**src/rtl/scc_pkg.sv**
```systemverilog
// rtl/scc_pkg.sv - shared widths, state encoding and flag indices for the SCC memory stage
package scc_pkg;

  localparam int DATA_W = 16;
  localparam int REG_W  = 3;

  localparam int FLAG_N = 3;
  localparam int FLAG_Z = 2;
  localparam int FLAG_C = 1;
  localparam int FLAG_V = 0;

  typedef enum logic {
    IDLE   = 1'b0,
    ACCESS = 1'b1
  } mem_state_t;

endpackage

```
**src/rtl/scc_mem_stage_if.sv**
```systemverilog
// rtl/scc_mem_stage_if.sv - Execute, data-memory and Write-Back signals of the memory stage
interface scc_mem_stage_if;
  import scc_pkg::*;

  logic              ex_valid;
  logic              ex_ready;
  logic              ex_is_load;
  logic              ex_is_store;
  logic [DATA_W-1:0] ex_result;
  logic [DATA_W-1:0] ex_store_data;
  logic [REG_W-1:0]  ex_dest_reg;
  logic              ex_wr_en;
  logic [3:0]        ex_flags;

  logic              dmem_req;
  logic              dmem_we;
  logic [DATA_W-1:0] dmem_addr;
  logic [DATA_W-1:0] dmem_wdata;
  logic              dmem_ack;
  logic [DATA_W-1:0] dmem_rdata;

  logic              wb_valid;
  logic              wb_wr_en;
  logic [REG_W-1:0]  wb_dest_reg;
  logic [DATA_W-1:0] wb_data;
  logic [3:0]        wb_flags;
  logic              mem_fault;

  modport master (
    output ex_valid, ex_is_load, ex_is_store, ex_result, ex_store_data,
           ex_dest_reg, ex_wr_en, ex_flags, dmem_ack, dmem_rdata,
    input  ex_ready, dmem_req, dmem_we, dmem_addr, dmem_wdata,
           wb_valid, wb_wr_en, wb_dest_reg, wb_data, wb_flags, mem_fault
  );

  modport slave (
    input  ex_valid, ex_is_load, ex_is_store, ex_result, ex_store_data,
           ex_dest_reg, ex_wr_en, ex_flags, dmem_ack, dmem_rdata,
    output ex_ready, dmem_req, dmem_we, dmem_addr, dmem_wdata,
           wb_valid, wb_wr_en, wb_dest_reg, wb_data, wb_flags, mem_fault
  );

endinterface

```
**src/rtl/scc_mem_timer.sv**
```systemverilog
// rtl/scc_mem_timer.sv - access timeout counter; expire flags the last permitted wait cycle
module scc_mem_timer #(
  parameter int TIMEOUT = 15
) (
  input  logic clk,
  input  logic rst_n,
  input  logic clear,
  input  logic enable,
  output logic expire
);

  logic [7:0] count_q;

  always_ff @(posedge clk or negedge rst_n) begin
    if (!rst_n) begin
      count_q <= 8'd0;
    end else if (clear) begin
      count_q <= 8'd0;
    end else if (enable) begin
      count_q <= count_q + 8'd1;
    end
  end

  assign expire = (count_q == 8'(TIMEOUT - 1));

endmodule

```
**src/rtl/scc_mem_stage.sv**
```systemverilog
// rtl/scc_mem_stage.sv - memory stage: passes ALU results through, performs loads/stores
// with a request/ack handshake and a bounded wait, and registers the Write-Back result.
module scc_mem_stage
  import scc_pkg::*;
#(
  parameter int TIMEOUT = 15
) (
  input  logic            clk,
  input  logic            rst_n,
  scc_mem_stage_if.slave  bus
);

  mem_state_t        state_q, state_d;
  logic [DATA_W-1:0] addr_q, wdata_q;
  logic              we_q, wr_en_q;
  logic [REG_W-1:0]  dest_q;
  logic [3:0]        flags_q;

  logic              wb_valid_q, wb_valid_d;
  logic              wb_wr_en_q, wb_wr_en_d;
  logic              mem_fault_q, mem_fault_d;
  logic [REG_W-1:0]  wb_dest_q, wb_dest_d;
  logic [DATA_W-1:0] wb_data_q, wb_data_d;
  logic [3:0]        wb_flags_q, wb_flags_d;

  logic accept, is_mem, expire, in_access;

  assign in_access = (state_q == ACCESS);
  assign accept    = bus.ex_valid && !in_access;
  assign is_mem    = bus.ex_is_load || bus.ex_is_store;

  scc_mem_timer #(.TIMEOUT(TIMEOUT)) u_timer (
    .clk    (clk),
    .rst_n  (rst_n),
    .clear  (accept && is_mem),
    .enable (in_access && !bus.dmem_ack),
    .expire (expire)
  );

  always_ff @(posedge clk or negedge rst_n) begin
    if (!rst_n) begin
      state_q <= IDLE;
    end else begin
      state_q <= state_d;
    end
  end

  always_comb begin
    state_d = state_q;
    case (state_q)
      IDLE:    if (accept && is_mem) state_d = ACCESS;
      ACCESS:  if (bus.dmem_ack || expire) state_d = IDLE;
      default: state_d = IDLE;
    endcase
  end

  // Ack is tested before expire so a completion on the timeout edge retires normally.
  always_comb begin
    wb_valid_d  = 1'b0;
    wb_wr_en_d  = 1'b0;
    mem_fault_d = 1'b0;
    wb_dest_d   = wb_dest_q;
    wb_data_d   = wb_data_q;
    wb_flags_d  = wb_flags_q;
    case (state_q)
      IDLE: begin
        if (accept && !is_mem) begin
          wb_valid_d = 1'b1;
          wb_wr_en_d = bus.ex_wr_en;
          wb_dest_d  = bus.ex_dest_reg;
          wb_data_d  = bus.ex_result;
          wb_flags_d = bus.ex_flags;
        end
      end
      ACCESS: begin
        if (bus.dmem_ack) begin
          wb_valid_d = 1'b1;
          wb_wr_en_d = wr_en_q && !we_q;
          wb_dest_d  = dest_q;
          wb_data_d  = we_q ? addr_q : bus.dmem_rdata;
          wb_flags_d = flags_q;
        end else if (expire) begin
          wb_valid_d  = 1'b1;
          mem_fault_d = 1'b1;
          wb_dest_d   = dest_q;
          wb_flags_d  = flags_q;
        end
      end
      default: ;
    endcase
  end

  always_ff @(posedge clk or negedge rst_n) begin
    if (!rst_n) begin
      addr_q      <= '0;
      wdata_q     <= '0;
      we_q        <= 1'b0;
      wr_en_q     <= 1'b0;
      dest_q      <= '0;
      flags_q     <= '0;
      wb_valid_q  <= 1'b0;
      wb_wr_en_q  <= 1'b0;
      mem_fault_q <= 1'b0;
      wb_dest_q   <= '0;
      wb_data_q   <= '0;
      wb_flags_q  <= '0;
    end else begin
      if (accept && is_mem) begin
        addr_q  <= bus.ex_result;
        wdata_q <= bus.ex_store_data;
        we_q    <= bus.ex_is_store && !bus.ex_is_load;
        wr_en_q <= bus.ex_wr_en;
        dest_q  <= bus.ex_dest_reg;
        flags_q <= bus.ex_flags;
      end
      wb_valid_q  <= wb_valid_d;
      wb_wr_en_q  <= wb_wr_en_d;
      mem_fault_q <= mem_fault_d;
      wb_dest_q   <= wb_dest_d;
      wb_data_q   <= wb_data_d;
      wb_flags_q  <= wb_flags_d;
    end
  end

  assign bus.ex_ready    = !in_access;
  assign bus.dmem_req    = in_access;
  assign bus.dmem_we     = in_access && we_q;
  assign bus.dmem_addr   = addr_q;
  assign bus.dmem_wdata  = wdata_q;
  assign bus.wb_valid    = wb_valid_q;
  assign bus.wb_wr_en    = wb_wr_en_q;
  assign bus.wb_dest_reg = wb_dest_q;
  assign bus.wb_data     = wb_data_q;
  assign bus.wb_flags    = wb_flags_q;
  assign bus.mem_fault   = mem_fault_q;

endmodule
```
**src/flat_wrapper.sv**
```systemverilog
// flat-port wrapper written by rule: the top's interface ports become plain ports
module scc_mem_stage_flat import scc_pkg::*;
#(
  parameter int TIMEOUT = 15
)
  (clk, rst_n, bus_ex_valid, bus_ex_is_load, bus_ex_is_store, bus_ex_result, bus_ex_store_data, bus_ex_dest_reg, bus_ex_wr_en, bus_ex_flags, bus_dmem_ack, bus_dmem_rdata, bus_ex_ready, bus_dmem_req, bus_dmem_we, bus_dmem_addr, bus_dmem_wdata, bus_wb_valid, bus_wb_wr_en, bus_wb_dest_reg, bus_wb_data, bus_wb_flags, bus_mem_fault);
  scc_mem_stage_if bus_i ();
  input  logic clk;
  input  logic rst_n;
  input wire logic [$bits(bus_i.ex_valid)-1:0] bus_ex_valid;
  input wire logic [$bits(bus_i.ex_is_load)-1:0] bus_ex_is_load;
  input wire logic [$bits(bus_i.ex_is_store)-1:0] bus_ex_is_store;
  input wire logic [$bits(bus_i.ex_result)-1:0] bus_ex_result;
  input wire logic [$bits(bus_i.ex_store_data)-1:0] bus_ex_store_data;
  input wire logic [$bits(bus_i.ex_dest_reg)-1:0] bus_ex_dest_reg;
  input wire logic [$bits(bus_i.ex_wr_en)-1:0] bus_ex_wr_en;
  input wire logic [$bits(bus_i.ex_flags)-1:0] bus_ex_flags;
  input wire logic [$bits(bus_i.dmem_ack)-1:0] bus_dmem_ack;
  input wire logic [$bits(bus_i.dmem_rdata)-1:0] bus_dmem_rdata;
  output wire logic [$bits(bus_i.ex_ready)-1:0] bus_ex_ready;
  output wire logic [$bits(bus_i.dmem_req)-1:0] bus_dmem_req;
  output wire logic [$bits(bus_i.dmem_we)-1:0] bus_dmem_we;
  output wire logic [$bits(bus_i.dmem_addr)-1:0] bus_dmem_addr;
  output wire logic [$bits(bus_i.dmem_wdata)-1:0] bus_dmem_wdata;
  output wire logic [$bits(bus_i.wb_valid)-1:0] bus_wb_valid;
  output wire logic [$bits(bus_i.wb_wr_en)-1:0] bus_wb_wr_en;
  output wire logic [$bits(bus_i.wb_dest_reg)-1:0] bus_wb_dest_reg;
  output wire logic [$bits(bus_i.wb_data)-1:0] bus_wb_data;
  output wire logic [$bits(bus_i.wb_flags)-1:0] bus_wb_flags;
  output wire logic [$bits(bus_i.mem_fault)-1:0] bus_mem_fault;
  assign bus_i.ex_valid = bus_ex_valid;
  assign bus_i.ex_is_load = bus_ex_is_load;
  assign bus_i.ex_is_store = bus_ex_is_store;
  assign bus_i.ex_result = bus_ex_result;
  assign bus_i.ex_store_data = bus_ex_store_data;
  assign bus_i.ex_dest_reg = bus_ex_dest_reg;
  assign bus_i.ex_wr_en = bus_ex_wr_en;
  assign bus_i.ex_flags = bus_ex_flags;
  assign bus_i.dmem_ack = bus_dmem_ack;
  assign bus_i.dmem_rdata = bus_dmem_rdata;
  assign bus_ex_ready = bus_i.ex_ready;
  assign bus_dmem_req = bus_i.dmem_req;
  assign bus_dmem_we = bus_i.dmem_we;
  assign bus_dmem_addr = bus_i.dmem_addr;
  assign bus_dmem_wdata = bus_i.dmem_wdata;
  assign bus_wb_valid = bus_i.wb_valid;
  assign bus_wb_wr_en = bus_i.wb_wr_en;
  assign bus_wb_dest_reg = bus_i.wb_dest_reg;
  assign bus_wb_data = bus_i.wb_data;
  assign bus_wb_flags = bus_i.wb_flags;
  assign bus_mem_fault = bus_i.mem_fault;
  scc_mem_stage #(.TIMEOUT(TIMEOUT)) u_core (.clk(clk), .rst_n(rst_n), .bus(bus_i));
endmodule
```
**config.mk**
```make
export PLATFORM = sky130hd
export DESIGN_NAME = scc_mem_stage_flat
export DESIGN_NICKNAME = d
export VERILOG_FILES = /design/src/rtl/scc_pkg.sv /design/src/rtl/scc_mem_stage_if.sv /design/src/rtl/scc_mem_timer.sv /design/src/rtl/scc_mem_stage.sv /design/src/flat_wrapper.sv
export SDC_FILE = /design/constraint.sdc
export NUM_CORES = 1
export LEC_CHECK = 0
export ABC_AREA = 1
export CORE_AREA = 2 2 74 90
export CTS_CLUSTER_DIAMETER = 100
export DETAILED_ROUTE_END_ITERATION = 16
export DIE_AREA = 0 0 76 92
export DONT_BUFFER_PORTS = 1
export PLACE_DENSITY = 0.73
export SYNTH_ARGS = -nofsm -noshare
export SYNTH_HDL_FRONTEND = slang
export SYNTH_SLANG_ARGS = --single-unit
```
**constraint.sdc**
```tcl
create_clock -name clk -period 1.4 [get_ports clk]
set_input_delay 0.28 -clock clk [delete_from_list [all_inputs] [get_ports clk]]
set_output_delay 0.28 -clock clk [all_outputs]
set_load 0.1 [all_outputs]
```
* Yosys cells after proc, flatten, opt, wreduce, memory -nomap -nowiden
Index checks and enable logic that the tools add are counted.
Widths: inputs -> output; s select.
** Cells by class
- Add/sub/neg operators :: 1
- Equality and inequality tests :: 4
- Mux-type cells :: 26
- Bitwise operators :: 1
- Reductions and logical operators :: 17
** Operators with widths (count)
- $mux 16 :: 3
- $pmux 16 s2 :: 1
- $mux 8 :: 2
- $mux 4 :: 3
- $mux 1 :: 9
- $mux 3 :: 3
- $add 8x1->8 const B :: 1
- $eq 8x4->1 const B :: 1
- $pmux 4 s2 :: 1
- $logic_and 1x1->1 :: 7
- $pmux 1 s2 :: 3
- $pmux 3 s2 :: 1
- $logic_not 1->1 :: 5
- $reduce_and 2->1 :: 2
- $ne 3x3->1 const B :: 1
- $logic_or 1x1->1 :: 2
- $ne 2x1->1 const B :: 1
- $ne 2x2->1 const B :: 1
- $reduce_bool 2->1 :: 1
- $not 1->1 :: 1
** Storage, ports and cells
- Bits in registers :: 76
- Bits of input ports :: 62
- Output and inout bits :: 61
- Logic and storage cells :: 63

* Logic depth before layout (Yosys ltp)
Gate-level depths: netlist (run 1).
- Depth in word-level cells :: 5
- Gate-level depth with buffers :: 9
- Depth with buffers taken out :: 8

* Modules after synthesis
Synthesis (run 1) repeated with hierarchy kept, for this count alone.
** Second synthesis, totals
- Cells, all modules :: 470
- Area, all modules :: 3618.5 um^2
** By module, submodules not included
- scc_mem_stage :: instances 1, cells an instance 411, area each 3170.5 um^2, seq. area each 1701.6 um^2
- scc_mem_timer :: instances 1, cells an instance 59, area each 447.9 um^2, seq. area each 200.2 um^2

* Worst setup path after synthesis (run 1)
OpenSTA, ideal clock, no wires.
- Path kind :: register to output
- Start :: register u_core.state_q (netlist: u_core.bus.dmem_req)
- End :: output bus_dmem_we
- Data arrival time :: 2.078 ns
- Data required time :: 1.120 ns
- Slack :: -0.958 ns
- Cell stages (with the launch flop) :: 5
- Path buffers :: 2
- Path through :: dfrtp_1 buf_6 clkbuf_1 nand2_1 inv_1
** On the way
- Word-level cells in the longest chain between the ends :: 1
** RTL lines
- start, declared :: RTL line scc_mem_stage.sv:13 : mem_state_t state_q, state_d;
- start signal, assigned :: RTL line scc_mem_stage.sv:44 : state_q <= state_d;
- $logic_and 1x1->1 :: RTL line scc_mem_stage.sv:127 : assign bus.dmem_we = in_access && we_q;
- end, declared :: RTL line flat_wrapper.sv:22 : output wire logic [$bits(bus_i.dmem_we)-1:0] bus_dmem_we;
No other way between the ends.

* Worst setup path in the final report (run 1)
Same ends and word-level chain as after synthesis.

==> results of run 1 <==
-- through the flow --
| step | instances | hold slack, ns |
|---|---|---|
| 6_report | 623 | -0.382 |
| 5_1_grt | 623 | -0.393 |
| 4_1_cts | 610 | -0.388 |
| 3_5_place_dp | 587 | -0.0139 |
| 3_3_place_gp | 587 | -0.0139 |
| 2_1_floorplan | 448 | -0.0156 |
-- critical path, delay by kind of cell (launching register included) --
family	cells	cell delay [ns]
buffers and inverters	3	0.40
DFF	1	0.51
and+or+nand+nor	1	0.05
-- where the power goes --
group | total [mW] | internal, mW | switching [mW]
combinational | 5.61 | 1.24 | 4.36
clock | 1.49 | 0.727 | 0.763
sequential | 2.97 | 2.69 | 0.277
total | 10.1 | 4.66 | 5.40
-- area by class of cell --
class | instances | area, um2 | share of cell area (%)
flip-flops and latches | 76 | 1910 | 39.8
multi-input cells | 328 | 1540 | 32.2
repair buffers | 94 | 941 | 19.6
clock buffers | 13 | 159 | 3.32
inverters | 25 | 123 | 2.56
well taps | 85 | 106 | 2.22
clock inverters | 2 | 10.0 | 0.209
-- worst max-delay path by stage --
stage	slack, ns	to	depth (start not counted)	startpoint
after floorplan	-0.29	bus_dmem_we	4	u_core.bus.dmem_req
after global placement	0.06	u_core.we_q	5	u_core.bus.dmem_req
after detailed placement	-0.002	u_core.bus.dmem_wdata[2]	5	u_core.bus.dmem_req
after CTS	-0.19	bus_dmem_we	4	u_core.bus.dmem_req
after global routing	-0.23	u_core.bus.wb_data[5]	9	u_core.bus.dmem_req
final	-0.20	bus_dmem_we	4	u_core.bus.dmem_req
-- cell families (layout without fill, tap and decap cells) --
family	after synthesis	count (layout)	synth area share, %
AND/OR/NAND/NOR	271	272	31.5
adder cells (fa/ha/maj)	2	2	0.706
flip-flops	76	76	53.7
AO/OA/AOI/OAI	54	54	7.70
buffers and inverters	45	134	6.36
-- routing by layer --
layer / part of all wire (%) / GRT usage [%] / up-vias
met5: 0 / 0 / -
met3: 7.2 / 7.48 / 28
li1: - / - / 1574
met4: 3.2 / 13.3 / 0
met2: 51 / 46.3 / 151
met1: 38 / 31.4 / 1609
-- cell usage after synthesis (all sizes together) --
cell	count	area [um2]
nand2	217	835
o21bai	1	7.51
ha	2	25.0
buf	17	110
dfrtp	76	1900
nor3	1	5.00
clkbuf	3	11.3
inv	25	104
o21ai	50	250
nand4	3	25.0
and3	2	12.5
a21oi	3	15.0
and2	1	6.26
nand3	15	75.1
nor2	32	159
-- repair_timing --
| action | in CTS | in global routing |
|---|---|---|
| cloned | 1 | 7 |
| buffers inserted | 7 | 6 |
| setup endpoints to repair | 5 | 75 |
| gates resized for setup | 10 | 36 |
| pin swaps | 4 | 9 |
| endpoints found under the hold margin | 76 | 76 |
==> summary.json, run 1 <==
{
  "stdcell_area": {"value": 4790, "unit": "um2"},
  "drt_first_pass_iters": {"value": 5},
  "layout.cells.most_common": {"value": "nand2_1"},
  "timing.final.hold_violations": {"value": 76},
  "io_buffers": {"value": 0},
  "wl_per_cell": {"value": 16.5, "unit": "um"},
  "min_period": {"value": 1.60, "unit": "ns"},
  "fill_cells": {"value": 445},
  "final_core_utilization": {"value": 77.2, "unit": "%"},
  "finalSetupViolations": {"value": 30},
  "floorplan.initialDensity": {"value": 57.1, "unit": "%"},
  "path_class": {"value": "flip-flop to output pin"},
  "detailed_place_hpwl": {"value": 6.03, "unit": "mm"},
  "dp_slack": {"value": -0.00248, "unit": "ns"},
  "cts-root-to-sink-buffers": {"value": 2},
  "max_freq": {"value": 0.626, "unit": "GHz"},
  "fp.dieArea": {"value": 6990, "unit": "um2"},
  "status": {"value": "finished with violations"},
  "worst_ir_drop_vdd": {"value": 0.00158, "unit": "V"},
  "detail-route-antenna-nets": {"value": 0},
  "numClockSinks": {"value": 76},
  "grt_remaining_overflow": {"value": 0},
  "report.final.slew_viol_count": {"value": 0},
  "cts_inserted_buffers": {"value": 9},
  "area.growth.synth_to_final": {"value": 35.2, "unit": "%"},
  "rr_startpoint": {"value": "u_core.bus.dmem_req"},
  "totalWireLength": {"value": 10.3, "unit": "mm"},
  "critPathLaunchType": {"value": "flip-flop"},
  "synthesis.area": {"value": 3540, "unit": "um2"},
  "crit-reg2reg-capture": {"value": "u_core.bus.wb_data[5]"},
  "mostFrequentLayoutCells": {"value": "nand2_1, dfrtp_1, buf_4"},
  "yosysWarnings": {"value": 0},
  "fin_crit_sh": {"value": 114, "unit": "%"},
  "grt_antenna_before_repair": {"value": 0},
  "layout-drive-gt1-share": {"value": 28.4, "unit": "%"},
  "reg2reg_depth": {"value": 9},
  "path_common_cell": {"value": "buf_12"},
  "final.setup_skew": {"value": 0.00774, "unit": "ns"},
  "path_cells": {"value": "buf_12, nand2_4, clkinvlp_4, buf_12"},
  "rsz_0062_raised_after_global_routing": {"value": "yes"},
  "first_pass_grt_wire_length": {"value": 14.8, "unit": "mm"},
  "slowest_stage": {"value": "dfrtp_4"},
  "hold_ws": {"value": -0.382, "unit": "ns"},
  "post_synth.cell_area_avg": {"value": 7.91, "unit": "um2"},
  "max-slew-margin-rel": {"value": 75.4, "unit": "%"},
  "final_net_count": {"value": 598},
  "worstSkewPairLatency": {"value": 0.35, "unit": "ns"},
  "fin_ws": {"value": -0.199, "unit": "ns"},
  "total_leakage_power": {"value": 2.53, "unit": "nW"},
  "cp_max_fo": {"value": 3},
  "power_density": {"value": 2100, "unit": "nW/um2"},
  "ios": {"value": 123},
  "tritoncts": {"value": "done"},
  "max_cap_viol_count": {"value": 0},
  "ff2ff_setup_slack": {"value": -0.17, "unit": "ns"},
  "cts.clk_slew.worst_paths": {"value": 0.07, "unit": "ns"},
  "rows": {"value": 32},
  "worst_path_largest_cell_delay": {"value": 0.51, "unit": "ns"},
  "synth.yosys.seq_area_share": {"value": 53.7, "unit": "%"},
  "vias": {"value": 3362},
  "yosysUniqueCellTypes": {"value": 25},
  "htree_num_levels": {"value": 3},
  "detailed_place.area": {"value": 4210, "unit": "um2"},
  "min_path_type": {"value": "input port to asynchronous set/reset pin"},
  "gr-usage-all-layers": {"value": 27.0, "unit": "%"},
  "drcViolationCount": {"value": 0},
  "syn-num-nets": {"value": 512},
  "critical_path_required": {"value": 1.12, "unit": "ns"},
  "diodes": {"value": 0},
  "setup.worst_path.end_class": {"value": "output pin"},
  "postSynthRegisterBits": {"value": 76},
  "floorplan.die.height": {"value": 92, "unit": "um"},
  "total_power": {"value": 10.1, "unit": "mW"},
  "worst_slew_pin_slew": {"value": 0.368, "unit": "ns"},
  "cp.arrival": {"value": 1.32, "unit": "ns"},
  "failed_checks": {"value": "negative hold slack, negative setup slack"},
  "fin_setup_tns": {"value": -3.61, "unit": "ns"},
  "ctsRootBufferMaster": {"value": "clkbuf_8"},
  "gp_congestion": {"value": 0.873},
  "dieWidth": {"value": 76, "unit": "um"},
  "initialDrtViolationCount": {"value": 283},
  "via_per_inst": {"value": 5.40},
  "postSynthCellCount": {"value": 448},
  "maximum_number_of_pins_on_one_net_before_global_route_repair": {"value": 77},
  "coreArea": {"value": 6210, "unit": "um2"},
  "number_of_global_route_vias_before_repair": {"value": 3114}
}
No activity file was read; power rests on OpenSTA's default activity.
==> run 2: changes to the inputs <==
--- a/config.mk
+++ b/config.mk
@@ -7,6 +7,7 @@
 export LEC_CHECK = 0
 export ABC_AREA = 1
 export CORE_AREA = 2 2 74 90
+export CTS_BUF_LIST = sky130_fd_sc_hd__clkbuf_2 sky130_fd_sc_hd__clkbuf_4 sky130_fd_sc_hd__clkbuf_8
 export CTS_CLUSTER_DIAMETER = 100
 export DETAILED_ROUTE_END_ITERATION = 16
 export DIE_AREA = 0 0 76 92
==> constraint.sdc (replaced) <==
create_clock -name clk -period 1.4 [get_ports clk]
set_input_delay 0.28 -clock clk [delete_from_list [all_inputs] [get_ports clk]]
set_output_delay 0.28 -clock clk [all_outputs]
set_load 0.02 [all_outputs]
==> summary.json, run 2 (synthesis results as in run 1) <==
{
  "path_class": {"value": "flip-flop to output pin"},
  "fin_ws": {"value": -0.0186, "unit": "ns", "change": "+0.180 ns"},
  "grt_antenna_before_repair": {"value": 0, "change": "unchanged"},
  "status": {"value": "finished with violations"},
  "dieWidth": {"value": 76, "unit": "um", "change": "unchanged"},
  "drcViolationCount": {"value": 0, "change": "unchanged"},
  "cts-root-to-sink-buffers": {"value": 2, "change": "unchanged"},
  "critical_path_required": {"value": 1.12, "unit": "ns", "change": "about the same"},
  "mostFrequentLayoutCells": {"value": "nand2_1, dfrtp_1, o21ai_0"},
  "crit-reg2reg-capture": {"value": "u_core.u_timer.count_q[4]"},
  "fp.dieArea": {"value": 6990, "unit": "um2", "change": "unchanged"},
  "detail-route-antenna-nets": {"value": 0, "change": "unchanged"},
  "finalSetupViolations": {"value": 2, "change": "-93%"},
  "min_period": {"value": 1.42, "unit": "ns", "change": "-0.180 ns"},
  "reg2reg_depth": {"value": 9, "change": "unchanged"},
  "cp.arrival": {"value": 1.14, "unit": "ns", "change": "-0.18 ns"},
  "ff2ff_setup_slack": {"value": 0.03, "unit": "ns", "change": "+0.20 ns"},
  "final_net_count": {"value": 534, "change": "-11%"},
  "layout-drive-gt1-share": {"value": 14.7, "unit": "%", "change": "-14 points"},
  "gr-usage-all-layers": {"value": 24.6, "unit": "%", "change": "-2.4 points"},
  "total_power": {"value": 6.56, "unit": "mW", "change": "-35%"},
  "coreArea": {"value": 6210, "unit": "um2", "change": "unchanged"},
  "max-slew-margin-rel": {"value": 76.0, "unit": "%", "change": "+0.56 points"},
  "setup.worst_path.end_class": {"value": "output pin"},
  "grt_remaining_overflow": {"value": 0, "change": "unchanged"},
  "dp_slack": {"value": -0.203, "unit": "ns", "change": "-0.201 ns"},
  "rr_startpoint": {"value": "u_core.bus.dmem_req"},
  "report.final.slew_viol_count": {"value": 0, "change": "unchanged"},
  "final_instance_count_without_filler_cells": {"value": 560, "change": "-10%"},
  "detailed_place.area": {"value": 3630, "unit": "um2", "change": "-14%"},
  "rows": {"value": 32, "change": "unchanged"},
  "total_leakage_power": {"value": 2.13, "unit": "nW", "change": "-16%"},
  "numClockSinks": {"value": 76, "change": "unchanged"},
  "wl_per_cell": {"value": 15.1, "unit": "um", "change": "-8.4%"},
  "dp_cells": {"value": 527, "change": "-10%"},
  "initialDrtViolationCount": {"value": 242, "change": "-14%"},
  "cts.clk_slew.worst_paths": {"value": 0.08, "unit": "ns", "change": "about the same"},
  "htree_num_levels": {"value": 3, "change": "unchanged"},
  "max_freq": {"value": 0.705, "unit": "GHz", "change": "+13%"},
  "ios": {"value": 123, "change": "unchanged"},
  "critPathLaunchType": {"value": "flip-flop"},
  "area.growth.synth_to_final": {"value": 16.1, "unit": "%"},
  "diodes": {"value": 0, "change": "unchanged"},
  "floorplan.initialDensity": {"value": 57.1, "unit": "%", "change": "unchanged"},
  "ctsRootBufferMaster": {"value": "clkbuf_8"},
  "power_density": {"value": 1590, "unit": "nW/um2", "change": "-24%"},
  "number_of_global_route_vias_before_repair": {"value": 2852, "change": "-8.4%"},
  "cp_max_fo": {"value": 8, "change": "+5"},
  "final.setup_skew": {"value": 0.0103, "unit": "ns", "change": "+0.00253 ns"},
  "io_buffers": {"value": 0, "change": "unchanged"},
  "cts_inserted_buffers": {"value": 9, "change": "unchanged"},
  "via_per_inst": {"value": 5.36, "change": "-0.76%"},
  "first_pass_grt_wire_length": {"value": 13.5, "unit": "mm", "change": "-8.6%"},
  "layout.cells.most_common": {"value": "nand2_1"},
  "max_cap_viol_count": {"value": 0, "change": "unchanged"},
  "gp_congestion": {"value": 0.817, "change": "-6.5%"},
  "rsz_0062_raised_after_global_routing": {"value": "yes"},
  "hold_ws": {"value": -0.376, "unit": "ns", "change": "+0.00621 ns"},
  "stdcell_area": {"value": 4110, "unit": "um2", "change": "-14%"},
  "min_path_type": {"value": "input port to asynchronous set/reset pin"},
  "drt_first_pass_iters": {"value": 4, "change": "-1"},
  "maximum_number_of_pins_on_one_net_before_global_route_repair": {"value": 77, "change": "unchanged"},
  "detailed_place_hpwl": {"value": 5.75, "unit": "mm", "change": "-4.6%"},
  "failed_checks": {"value": "negative hold slack, negative setup slack"},
  "vias": {"value": 2999, "change": "-11%"},
  "tritoncts": {"value": "done"},
  "fin_crit_sh": {"value": 101, "unit": "%", "change": "-13 points"},
  "floorplan.die.height": {"value": 92, "unit": "um", "change": "unchanged"},
  "worst_slew_pin_slew": {"value": 0.359, "unit": "ns", "change": "-0.00840 ns"},
  "timing.final.hold_violations": {"value": 76, "change": "unchanged"},
  "worstSkewPairLatency": {"value": 0.34, "unit": "ns", "change": "about the same"},
  "totalWireLength": {"value": 8.44, "unit": "mm", "change": "-18%"},
  "worst_ir_drop_vdd": {"value": 0.000914, "unit": "V", "change": "-42%"}
}
-- run 2: cell types whose count changed in the layout (fill, tap and decap cells not counted), sizes merged --
cell      before  now
buf           89   30
bufbuf         1    0
bufinv         0    1
clkbuf        17   11
clkinv         2    1
clkinvlp       1    4
inv           24   25
nor2          33   32
-- run 2: repair_timing --
action	in CTS	in global routing
setup buffers	9	7
cloned	0	1
setup endpoints to repair	26	64
resized for setup	11	29
pin swaps	1	6
hold endpoints to repair	76	76
-- run 2: worst max path at each step --
stage	depth (start not counted)	slack [ns]	endpoint	start
global route	10	-0.06	u_core.u_timer.count_q[4]	u_core.bus.dmem_req
floorplan	4	0.03	bus_dmem_we	u_core.bus.dmem_req
finish	3	-0.02	bus_ex_ready	u_core.bus.dmem_req
CTS	3	-0.01	bus_ex_ready	u_core.bus.dmem_req
detailed placement	5	-0.20	u_core.bus.wb_flags[1]	u_core.bus.dmem_req
global placement	5	-0.08	u_core.bus.wb_flags[0]	u_core.bus.dmem_req
-- run 2: per-stage QoR --
stage	setup TNS (ns)	utilization [%]
6_report	-0.0242	66.3
2_1_floorplan	0	-
3_5_place_dp	-1.68	58.5
4_1_cts	-0.0278	63.6
3_3_place_gp	-0.586	58.5
5_1_grt	-0.793	66.3
-- run 2: per-layer routing --
metal	GRT usage [%]	wire [um]	vias to the layer above
li1	-	-	1445
met1	29.4	3240	1398
met2	40.5	4170	139
met3	7.87	833	17
met4	12.3	199	0
met5	0	0	-
-- run 2: layout make-up --
class	count	area [um2]
Tap cell	85	106
Inverter	25	116
Clock buffer	10	131
Fill cell	531	2090
Sequential cell	76	1900
Multi-Input combinational cell	327	1450
Clock inverter	6	65.1
Timing Repair Buffer	31	340
-- run 2: worst max-delay path: stages (launching register included) --
cell and delay (ns):
dfrtp_2 0.46, buf_12 0.15, inv_12 0.06, buf_12 0.13
-- run 2: power breakdown --
part	internal, mW	switching, mW	leakage [nW]
registers	2.69	0.943	0.957
clock network	0.839	0.796	0.0879
logic	0.552	0.737	1.09
